$ cat src/rtl/vga_scanout.sv
// VGA read-side scanout: raster counters, framebuffer read addressing and a
// pix_ce-gated alignment pipeline so sync, de and colour reach the pins together.
module vga_scanout #(
    parameter int   H_ACTIVE = 640,
    parameter int   H_FP     = 16,
    parameter int   H_SYNC   = 96,
    parameter int   H_BP     = 48,
    parameter int   V_ACTIVE = 480,
    parameter int   V_FP     = 10,
    parameter int   V_SYNC   = 2,
    parameter int   V_BP     = 33,
    parameter int   RD_LAT   = 1,
    parameter logic SYNC_POL = 1'b0
) (
    input  logic       clk,
    input  logic       rst,
    input  logic       pix_ce,
    output logic [9:0] fb_x,
    output logic [9:0] fb_y,
    output logic       fb_r_en,
    input  logic [7:0] fb_data,
    output logic       hsync,
    output logic       vsync,
    output logic [7:0] rgb,
    output logic       de,
    output logic       frame_start
);

    localparam logic [9:0] H_ACT    = 10'(H_ACTIVE);
    localparam logic [9:0] H_LAST   = 10'(H_ACTIVE + H_FP + H_SYNC + H_BP - 1);
    localparam logic [9:0] HS_START = 10'(H_ACTIVE + H_FP);
    localparam logic [9:0] HS_END   = 10'(H_ACTIVE + H_FP + H_SYNC);
    localparam logic [9:0] V_ACT    = 10'(V_ACTIVE);
    localparam logic [9:0] V_LAST   = 10'(V_ACTIVE + V_FP + V_SYNC + V_BP - 1);
    localparam logic [9:0] VS_START = 10'(V_ACTIVE + V_FP);
    localparam logic [9:0] VS_END   = 10'(V_ACTIVE + V_FP + V_SYNC);

    logic [9:0]        h_cnt_q, h_cnt_d;
    logic [9:0]        v_cnt_q, v_cnt_d;
    logic [RD_LAT-1:0] act_pipe_q, act_pipe_d;
    logic [RD_LAT-1:0] hs_pipe_q, hs_pipe_d;
    logic [RD_LAT-1:0] vs_pipe_q, vs_pipe_d;

    logic              active;
    logic              hs_raw;
    logic              vs_raw;
    logic [RD_LAT:0]   act_chain;
    logic [RD_LAT:0]   hs_chain;
    logic [RD_LAT:0]   vs_chain;

    // Raster position decode at the counter (address) side of the pipeline.
    always_comb begin
        active = (h_cnt_q < H_ACT) && (v_cnt_q < V_ACT);
        hs_raw = ((h_cnt_q >= HS_START) && (h_cnt_q < HS_END)) ? SYNC_POL : ~SYNC_POL;
        vs_raw = ((v_cnt_q >= VS_START) && (v_cnt_q < VS_END)) ? SYNC_POL : ~SYNC_POL;
    end

    // Current decode enters at bit 0; dropping the top bit shifts every stage by one.
    always_comb begin
        act_chain = {act_pipe_q, active};
        hs_chain  = {hs_pipe_q, hs_raw};
        vs_chain  = {vs_pipe_q, vs_raw};
    end

    always_comb begin
        h_cnt_d    = h_cnt_q;
        v_cnt_d    = v_cnt_q;
        act_pipe_d = act_pipe_q;
        hs_pipe_d  = hs_pipe_q;
        vs_pipe_d  = vs_pipe_q;
        if (pix_ce) begin
            if (h_cnt_q == H_LAST) begin
                h_cnt_d = 10'd0;
                v_cnt_d = (v_cnt_q == V_LAST) ? 10'd0 : v_cnt_q + 10'd1;
            end else begin
                h_cnt_d = h_cnt_q + 10'd1;
            end
            act_pipe_d = act_chain[RD_LAT-1:0];
            hs_pipe_d  = hs_chain[RD_LAT-1:0];
            vs_pipe_d  = vs_chain[RD_LAT-1:0];
        end
    end

    always_ff @(posedge clk) begin
        if (!rst) begin
            h_cnt_q    <= 10'd0;
            v_cnt_q    <= 10'd0;
            act_pipe_q <= '0;
            hs_pipe_q  <= {RD_LAT{~SYNC_POL}};
            vs_pipe_q  <= {RD_LAT{~SYNC_POL}};
        end else begin
            h_cnt_q    <= h_cnt_d;
            v_cnt_q    <= v_cnt_d;
            act_pipe_q <= act_pipe_d;
            hs_pipe_q  <= hs_pipe_d;
            vs_pipe_q  <= vs_pipe_d;
        end
    end

    // The read port holds its data between ticks, so colour is muxed straight
    // from fb_data under the delayed active bit.
    always_comb begin
        fb_x        = active ? h_cnt_q : 10'd0;
        fb_y        = active ? v_cnt_q : 10'd0;
        fb_r_en     = active;
        frame_start = rst && pix_ce && (h_cnt_q == 10'd0) && (v_cnt_q == 10'd0);
        de          = act_pipe_q[RD_LAT-1];
        hsync       = hs_pipe_q[RD_LAT-1];
        vsync       = vs_pipe_q[RD_LAT-1];
        rgb         = de ? fb_data : 8'h00;
    end

endmodule

$ cat config.mk
export PLATFORM = sky130hd
export DESIGN_NAME = vga_scanout
export DESIGN_NICKNAME = d
export VERILOG_FILES = /design/src/rtl/vga_scanout.sv
export SDC_FILE = /design/constraint.sdc
export NUM_CORES = 1
export LEC_CHECK = 0
export ABC_AREA = 1
export BUFFER_PORTS_ARGS = -buffer_cell sky130_fd_sc_hd__buf_2
export CAP_MARGIN = 15
export CORE_ASPECT_RATIO = 1.1
export CORE_MARGIN = 4
export CORE_UTILIZATION = 45
export DETAILED_ROUTE_END_ITERATION = 7
export PLACE_DENSITY = 0.72
export SLEW_MARGIN = 15
export SYNTH_ARGS = -nofsm -noshare
export SYNTH_HDL_FRONTEND = slang
export SYNTH_SLANG_ARGS = --single-unit
$ cat constraint.sdc
create_clock -name clk -period 1.2 [get_ports clk]
set_clock_uncertainty 0.05 [all_clocks]
set_input_delay 0.12 -clock clk [delete_from_list [all_inputs] [get_ports clk]]
set_output_delay 0.12 -clock clk [all_outputs]
set_load 0.005 [all_outputs]
==> results.toml, run 1 <==
[synthesis]
synth_most_common_cell = "nand2_1"
ys_seq_area_frac = 0.301
synth_cell_types = 27
ys_async_sr_fraction = 0
syn-num-nets = 273
syn_inst = 258
synth_top_area_share = 0.301
synth_edf_count = 0
synth_warnings = 0
synth_seq_cells = 23
syn_avg_cell_area_um2 = 5.94
synth.area.top_cells = "dfxtp_1, nand2_1, nor2_1, inv_1, nand3_1"
synth_area_um2 = 1530
yosysTopAreaCell = "dfxtp_1"
synth-main-ff-cell = "dfxtp_1"
synth_common_cells = "nand2_1, nor2_1, inv_1, dfxtp_1, nand3_1"

[critical_path]
critPathRequiredTime_ns = 1.03
reg2reg_from = "h_cnt_q[0]"
cp-end-kind = "output port"
startpoint = "h_cnt_q[9]"
worst_setup_path_start_kind = "register"
worstSetupPathType = "reg -> out"
arrival_ns = 1.51
path_max_fanout = 7

[timing]
fmax_mhz = 597
worst_slack_ns = -0.476
min_period_over_period = 1.40
hold_viol = 0
setup_tns_ns = -11.91
final_max_slew_viol_count = 0
holdWs_ns = 0.0270
fin_crit_ns = 1.68
final-setup-viol-count = 41
rsz0062_at_grt = "yes"

[cells_and_area]
instances_no_fill = 403
final_nets = 385
regArea_um2 = 483
n_fill_cell = 162
n_antenna_cell = 0
multi_input_area_um2 = 1200
areaGrowthSynthToFinish_pct = 81.5
drive_above_1_share = 0.566

[job]
drv_cap = 0

[clock_tree]
numClockSinks = 23
clock_path_buffers = 2
h-tree-depth = 1
cts_root_buf = "clkbuf_4"
cts.clk_slew.worst_paths_ns = 0.13
insertion_delay_ns = 0.31
cts_made_buffers = 3
cts_tree = "built"

[drt]
wire_per_inst_um = 14.8
wirelength_um = 5960
vias_per_cell = 5.10
drt_iter0_drc = 153
drc = 0
num_vias = 2057
final_antenna_net_count = 0
dr.pass1.iters = 4

[die]
core-area_um2 = 3150
die_w_um = 63.6
ios = 44
start_util = 0.486
die-area_um2 = 4400
die_h_um = 69.2
rows = 21

[status]
status = "complete, but fails checks"
violations = "negative setup slack"

[pwr]
seqPwrFrac = 0.570
powerDensity_nw_per_um2 = 496
netSwitchingFraction = 0.266
internal-power_mw = 1.01
p_comb_frac = 0.160
p_sw_mw = 0.366
peakVddDrop_v = 0.000497
totalPowerFinal_mw = 1.38
p_leak_nw = 1.41
pwr-share-clk = 0.270

[place]
dpl.cell_count = 384
dp_slack_ns = -0.155
hpwl_um = 3630
io_buffers = 42
routabilityCongestion = 0.935

[global_route]
grtUsageTotal = 0.246
grt_overflow_total = 0
grt_max_degree = 13
grt_pass1_wl_um = 8910
antenna_found_initial = 0
grt_pass1_vias = 1998

[worst_hold_path]
worstHoldPathType = "in -> reg"
hp-start = "rst"
## routing by layer
metal / global-route usage / up-vias / wire [µm]
met5: 0 / - / 0
met2: 0.452 / 63 / 3110
li1: - / 1012 / -
met4: 0.0647 / 0 / 222
met1: 0.299 / 964 / 2360
met3: 0.0276 / 18 / 263
## cells by family (layout without fill, tap and decap cells)
logic type,Yosys count,in the layout,synth area share
AOI/OAI and AO/OA,14,14,0.0466
xor gates and xnor gates,3,3,0.0172
adders and majority gates,4,4,0.0327
buffers and inverters,52,163,0.140
DFF,23,23,0.301
other,1,1,0.00245
and+or+nand+nor,161,161,0.461
## what timing repair did
item                                    4_1_cts  5_1_grt
resized for setup                            59       52
cloned                                        1        0
hold buffers                                  0        0
pin swaps                                    12       17
buffers inserted                              9        7
endpoints found under the setup margin       49       51
## cells in the final DEF, fill, tap and decap left out, types with 2 or more instances in the layout
master    Yosys  final
a21oi_1       8      4
a21oi_2       0      4
buf_12        0      3
buf_2         3     40
buf_4         2     60
buf_6         1     10
clkbuf_4      0      3
dfxtp_1      23      9
dfxtp_2       0     12
dfxtp_4       0      2
ha_4          0      3
inv_1        42     33
inv_2         2     10
nand2_1      71     57
nand2_2       1     11
nand2_4       1      4
nand3_1      11      8
nand3_2       5      5
nand3_4       0      3
nand4_1       7      7
nor2_1       54     28
nor2_2        1     11
nor2_4        1     17
nor3_2        1      5
o21ai_0       5      4
xor2_1        3      3
## worst max-delay path, stage by stage (launching register included)
cell	delay, ns
dfxtp_2	0.36
nand2_2	0.08
inv_2	0.05
nor2_4	0.09
nand3_4	0.14
buf_16	0.18
nor2_1	0.13
buf_2	0.15
## flip-flops by register name, summed over array words and instances (netlist names)
name	flops
vsync	1
v_cnt_q	10
h_cnt_q	10
de	1
hsync	1
## through the flow
step,cell area [µm²],util
final,2780,0.881
after global routing,2780,0.881
after CTS,2560,0.813
after detailed placement,2250,0.713
after global placement,2250,0.713
after floorplan,1570,-
## final timing paths
| kind | to | depth (start not counted) | slack [ns] |
|---|---|---|---|
| min reg2reg | hsync | 2 | 0.46 |
| min | de | 3 | 0.03 |
| max | fb_y[7] | 7 | -0.48 |
| max reg2reg | v_cnt_q[0] | 10 | -0.24 |
## power by group through the flow
stage / logic [mW] / registers [mW] / clock network [mW]
finish: 0.221 / 0.786 / 0.372
global route: 0.241 / 0.789 / 0.409
CTS: 0.200 / 0.789 / 0.370
detailed placement: 0.168 / 0.809 / 0
global placement: 0.163 / 0.808 / 0
floorplan: 0.0900 / 0.804 / 0
## layout make-up
type	count	area share
Multi-Input combinational cell	183	0.434
Timing Repair Buffer	114	0.306
Sequential cell	23	0.174
Inverter	45	0.0617
Tap cell	34	0.0153
Clock buffer	4	0.00946
Note: power is estimated with default switching activity, not from simulation.
==> inputs of run 2 (changes only) <==
--- a/config.mk
+++ b/config.mk
@@ -5,14 +5,14 @@
 export SDC_FILE = /design/constraint.sdc
 export NUM_CORES = 1
 export LEC_CHECK = 0
-export ABC_AREA = 1
+export ABC_CLOCK_PERIOD_IN_PS = 1200
 export BUFFER_PORTS_ARGS = -buffer_cell sky130_fd_sc_hd__buf_2
 export CAP_MARGIN = 15
 export CORE_ASPECT_RATIO = 1.1
 export CORE_MARGIN = 4
 export CORE_UTILIZATION = 45
 export DETAILED_ROUTE_END_ITERATION = 7
-export PLACE_DENSITY = 0.72
+export PLACE_DENSITY = 0.74
 export SLEW_MARGIN = 15
 export SYNTH_ARGS = -nofsm -noshare
 export SYNTH_HDL_FRONTEND = slang
==> run 2 against run 1 <==
  * The flow still finishes with violations (negative setup slack)
  * Critical path type unchanged
  * Sequential power shrank 1%
  * Setup slack lost 0.12 ns
  * Die area shrank 9.8%
==> results.toml, run 2 <==
[status]
status = "complete, but fails checks"
violations = "negative setup slack"

[critical_path]
worst-path-stages = 6
worstSetupPathType = "reg -> out"
cp_cell_sequence = "buf_6 -> o21a_4 -> nor3_4 -> buf_2 -> and2_1 -> buf_2"
cpPeakStageDelay_ns = 0.37
cpMostUsedCell = "buf_2"
cp_num_buf_inv = 3
critPathRequiredTime_ns = 1.03
worst_setup_path_start_kind = "register"
cp_slowest_cell = "dfxtp_2"
cp_top_family = "buffers and inverters"
path_max_fanout = 5
cp-end-kind = "output port"
rr_worst_depth = 6
arrival_ns = 1.63

[timing]
final_max_slew_viol_count = 0
final-setup-viol-count = 46
hold_viol = 0
holdWs_ns = 0.0000980
fmax_mhz = 556
min_period_over_period = 1.50
rsz0062_at_grt = "yes"
worst_slack_ns = -0.599
fin_crit_ns = 1.80

[cells_and_area]
final_area_um2 = 2420
final_nets = 275
instances_no_fill = 292
drive_above_1_share = 0.618
reg_top3 = "h_cnt_q x10, v_cnt_q x10"
areaGrowthSynthToFinish_pct = 77.9
final_common_cell = "buf_4"
layout_common_cells = "buf_4, buf_2, buf_6"
n_antenna_cell = 0

[synthesis]
synth-xor-area-share = 0.0836
synth_common_cells = "dfxtp_1, and2_1, nor2_1, nand4_1"
syn_avg_cell_area_um2 = 8.35
syn_inst = 163
yosysTopAreaCell = "dfxtp_1"
synth_area_um2 = 1360
synth_compound_area_frac = 0.0597
syn-num-nets = 178
synth_warnings = 0
ys_seq_area_frac = 0.338
synthAdderAreaFrac = 0.0368
synth_top_family_by_area = "simple AND/OR/NAND/NOR gates"
synth_seq_cells = 23
synth_mux_area_frac = 0.0221
synth_top_area_share = 0.338
synth-main-ff-cell = "dfxtp_1"
synth_most_common_cell = "dfxtp_1"
synth_cell_types = 35
synth.area.top_cells = "dfxtp_1, and2_1, xor2_1, nor2_1, nand4_1"
yosys.area_share.simple = 0.406
synth_edf_count = 0
ys_async_sr_fraction = 0

[clock_tree]
cts_root_buf = "clkbuf_4"
insertion_delay_ns = 0.34
cts_tree = "built"
h-tree-depth = 1
cts.clk_slew.worst_paths_ns = 0.15
ctsHoldBuffers = 0
cts_made_buffers = 3
clock_path_buffers = 2
numClockSinks = 23

[global_route]
grt_max_degree = 15
antenna_found_initial = 0
grt_overflow_total = 0
grtUsageTotal = 0.234
grt_pass1_vias = 1610
grt_pass1_wl_um = 7160

[die]
die-area_um2 = 3970
die_h_um = 65.7
ios = 44
die_w_um = 60.4
start_util = 0.481
rows = 20
core-area_um2 = 2830

[drt]
num_vias = 1615
wire_per_inst_um = 17.1
drc = 0
drt_iter0_drc = 71
final_antenna_net_count = 0
wirelength_um = 5010
dr.pass1.iters = 4
vias_per_cell = 5.53

[place]
dpl.cell_count = 278
dp_slack_ns = -0.300
io_buffers = 42
hpwl_um = 3120
routabilityCongestion = 0.945
place_area_um2 = 1970

[worst_hold_path]
holdPathStages = 2
worstHoldPathType = "in -> reg"

[job]
drv_cap = 0

[pwr]
powerDensity_nw_per_um2 = 574
p_leak_nw = 1.09
peakVddDrop_v = 0.000660
-- run 2: final timing paths --
path / startpoint / end / slack, ns
min: rst / vsync / 0.0001
max reg2reg: h_cnt_q[6] / v_cnt_q[6] / -0.43
max: h_cnt_q[8] / fb_y[3] / -0.60
min reg2reg: vsync / vsync / 0.43
-- run 2: area by class of cell --
type	instances	area (µm²)
multi-input cells	128	1060
repair buffers	98	774
flip-flops and latches	23	490
fillers	147	405
well taps	33	41.3
clock buffers	3	22.5
inverters	6	22.5
clock inverters	1	7.51
-- run 2: cells by family (layout without fill, tap and decap cells) --
family / count (synthesis) / in the layout
mux: 3 / 3
fa+ha+maj: 4 / 4
simple gates: 92 / 92
flops: 23 / 23
xor+xnor: 13 / 13
compound gates: 14 / 15
other cells: 1 / 1
buf+inv: 13 / 108
-- run 2: routing by layer --
metal / part of all wire / up-vias / GRT usage / routed length (µm)
met3: 0.059 / 9 / 0.0413 / 293
met2: 0.53 / 58 / 0.427 / 2660
met1: 0.39 / 786 / 0.268 / 1980
met5: 0 / - / 0 / 0
met4: 0.015 / 0 / 0.0786 / 76
li1: - / 762 / - / -
-- run 2: stage by stage --
| stage | util | power (mW) | setup TNS [ns] |
|---|---|---|---|
| after floorplan | - | 0.873 | -3.80 |
| after global placement | 0.696 | 0.947 | -6.28 |
| after detailed placement | 0.696 | 0.954 | -7.88 |
| after CTS | 0.772 | 1.34 | -14.81 |
| after global routing | 0.857 | 1.44 | -19.50 |
| final | 0.857 | 1.39 | -16.52 |
-- run 2: worst register-to-register path, stage by stage, from the launching register on --
cell and delay, ns:
dfxtp_2 0.36, buf_6 0.11, buf_6 0.10, and4bb_4 0.33
nand4_2 0.12, or3_1 0.35, a21oi_1 0.15
-- run 2: timing repair --
action                     4_1_cts  5_1_grt
pin swaps                       11        9
setup buffers                    3        5
hold endpoints to repair         0        0
setup endpoints to repair       50       51
resized for setup               37       51
cloned                           2        0
-- run 2: where the power goes --
part	internal, mW	switching, mW	leakage [nW]
combinational	0.119	0.0886	0.886
sequential	0.765	0.0108	0.194
clock	0.128	0.279	0.0139
total	1.01	0.378	1.09
==> inputs of run 3 (changes only) <==
--- a/config.mk
+++ b/config.mk
@@ -12,7 +12,7 @@
 export CORE_MARGIN = 4
 export CORE_UTILIZATION = 45
 export DETAILED_ROUTE_END_ITERATION = 7
-export PLACE_DENSITY = 0.74
+export PLACE_DENSITY = 0.75
 export SLEW_MARGIN = 15
 export SYNTH_ARGS = -nofsm -noshare
 export SYNTH_HDL_FRONTEND = slang
==> run 3 against run 2 <==
  * The run still ends with negative setup slack left
  * Critical path type unchanged
  * Sequential share of layout area fell by 0.62 points
  * Via count rose by 3.3%
  * Non-clock buffer count did not move
  * Sequential power barely moved
  * Die area did not move
  * Clock power fell by 9.8%
  * Clock-buffer cell count did not move
  * Global-route usage rose by 2.7 points
  * Cell count did not move
==> results.toml, run 3 (synthesized netlist as in run 2, its figures left out) <==
[status]
status = "complete, but fails checks"
violations = "negative setup slack"

[die]
core-area_um2 = 2830
die_w_um = 60.4
ios = 44
rows = 20
start_util = 0.481
die-area_um2 = 3970
die_h_um = 65.7

[cells_and_area]
instances_no_fill = 292
reg_top3 = "h_cnt_q x10, v_cnt_q x10"
drive_above_1_share = 0.633
n_antenna_cell = 0
final_nets = 275
areaGrowthSynthToFinish_pct = 84.5
layout_common_cells = "buf_4, buf_2, buf_6"
final_common_cell = "buf_4"

[clock_tree]
cts.clk_slew.worst_paths_ns = 0.14
cts_tree = "built"
h-tree-depth = 1
numClockSinks = 23
clock_path_buffers = 2
cts_root_buf = "clkbuf_4"
ctsHoldBuffers = 0
cts_made_buffers = 3
insertion_delay_ns = 0.32

[critical_path]
cp_slowest_cell = "dfxtp_2"
worst-path-stages = 4
arrival_ns = 1.60
worst_setup_path_start_kind = "register"
critPathRequiredTime_ns = 1.03
path_max_fanout = 4
worstSetupPathType = "reg -> out"
rr_worst_depth = 6
cp_cell_sequence = "buf_6 -> or3_4 -> nor4_4 -> buf_2"
cp_top_family = "simple AND/OR/NAND/NOR gates"
cp-end-kind = "output port"
cpPeakStageDelay_ns = 0.36
cp_num_buf_inv = 2

[pwr]
p_leak_nw = 1.11
peakVddDrop_v = 0.000609
powerDensity_nw_per_um2 = 535

[drt]
drt_iter0_drc = 84
final_antenna_net_count = 0
num_vias = 1668
dr.pass1.iters = 4
drc = 0
wirelength_um = 5580
wire_per_inst_um = 19.1
vias_per_cell = 5.71

[timing]
worst_slack_ns = -0.569
rsz0062_at_grt = "yes"
final_max_slew_viol_count = 0
holdWs_ns = 0.0626
fin_crit_ns = 1.77
setup_tns_ns = -17.13
hold_viol = 0
fmax_mhz = 565
final-setup-viol-count = 43
min_period_over_period = 1.47

[global_route]
grtUsageTotal = 0.262
antenna_found_initial = 0
grt_pass1_vias = 1689
grt_overflow_total = 0
grt_max_degree = 14
grt_pass1_wl_um = 7890

[place]
dp_slack_ns = -0.351
routabilityCongestion = 0.935
dpl.cell_count = 275
io_buffers = 42
hpwl_um = 3090

[job]
drv_cap = 0

[worst_hold_path]
holdPathStages = 2
worstHoldPathType = "in -> reg"
[run 3: cell count changes in the layout (fill, tap and decap cells not counted), moves of 3 or more]
| cell | change |
|---|---|
| buf_12 | +3 |
| nor2_1 | -7 |
| buf_4 | -5 |
| and2_1 | +8 |
| buf_6 | -4 |
| and2_4 | -9 |
| nor4_4 | +3 |
| nor2_4 | +5 |
| buf_2 | +8 |
[run 3: path summary, 6_finish.rpt]
path	startpoint	to	slack (ns)
worst min register to register	vsync	vsync	0.46
worst max-delay path	h_cnt_q[6]	frame_start	-0.57
worst max register to register	h_cnt_q[6]	v_cnt_q[9]	-0.49
worst min-delay path	rst	vsync	0.06
[run 3: worst register-to-register path, delay by kind of cell, from the launching register on]
family / cells / cell delay [ns]
flip-flops: 1 / 0.36
AO/OA/AOI/OAI: 1 / 0.16
AND/OR/NAND/NOR: 3 / 0.82
buffers and inverters: 2 / 0.24
[run 3: cell type report]
type                    count  area [µm²]
repair buffers             98         762
flip-flops and latches     23         493
clock buffers               3        22.5
inverters                   6        22.5
fillers                   136         317
clock inverters             1        5.00
well taps                  33        41.3
multi-input cells         128        1160
[run 3: metrics by stage]
step           power [mW]   util  cell area, µm²
2_1_floorplan       0.873      -            1430
3_3_place_gp        0.948  0.693            1960
3_5_place_dp        0.954  0.693            1960
4_1_cts              1.33  0.800            2260
5_1_grt              1.42  0.888            2510
6_report             1.34  0.888            2510
[run 3: repair_timing]
action | in CTS | in global routing
buffers inserted | 7 | 6
gates resized for setup | 47 | 52
cloned | 1 | 0
endpoints found under the setup margin | 51 | 50
pin swaps | 23 | 26
[run 3: metal layers]
layer | share of wire | track usage | vias up
met5 | 0 | 0 | -
met4 | 0.038 | 0.119 | 0
met3 | 0.049 | 0.0452 | 26
met2 | 0.54 | 0.473 | 68
met1 | 0.37 | 0.289 | 806
li1 | - | - | 768
[run 3: power breakdown]
group | internal (mW) | switching, mW | leakage, nW | total (mW)
logic | 0.103 | 0.0977 | 0.895 | 0.201
registers | 0.763 | 0.0117 | 0.194 | 0.774
clock network | 0.125 | 0.243 | 0.0177 | 0.367
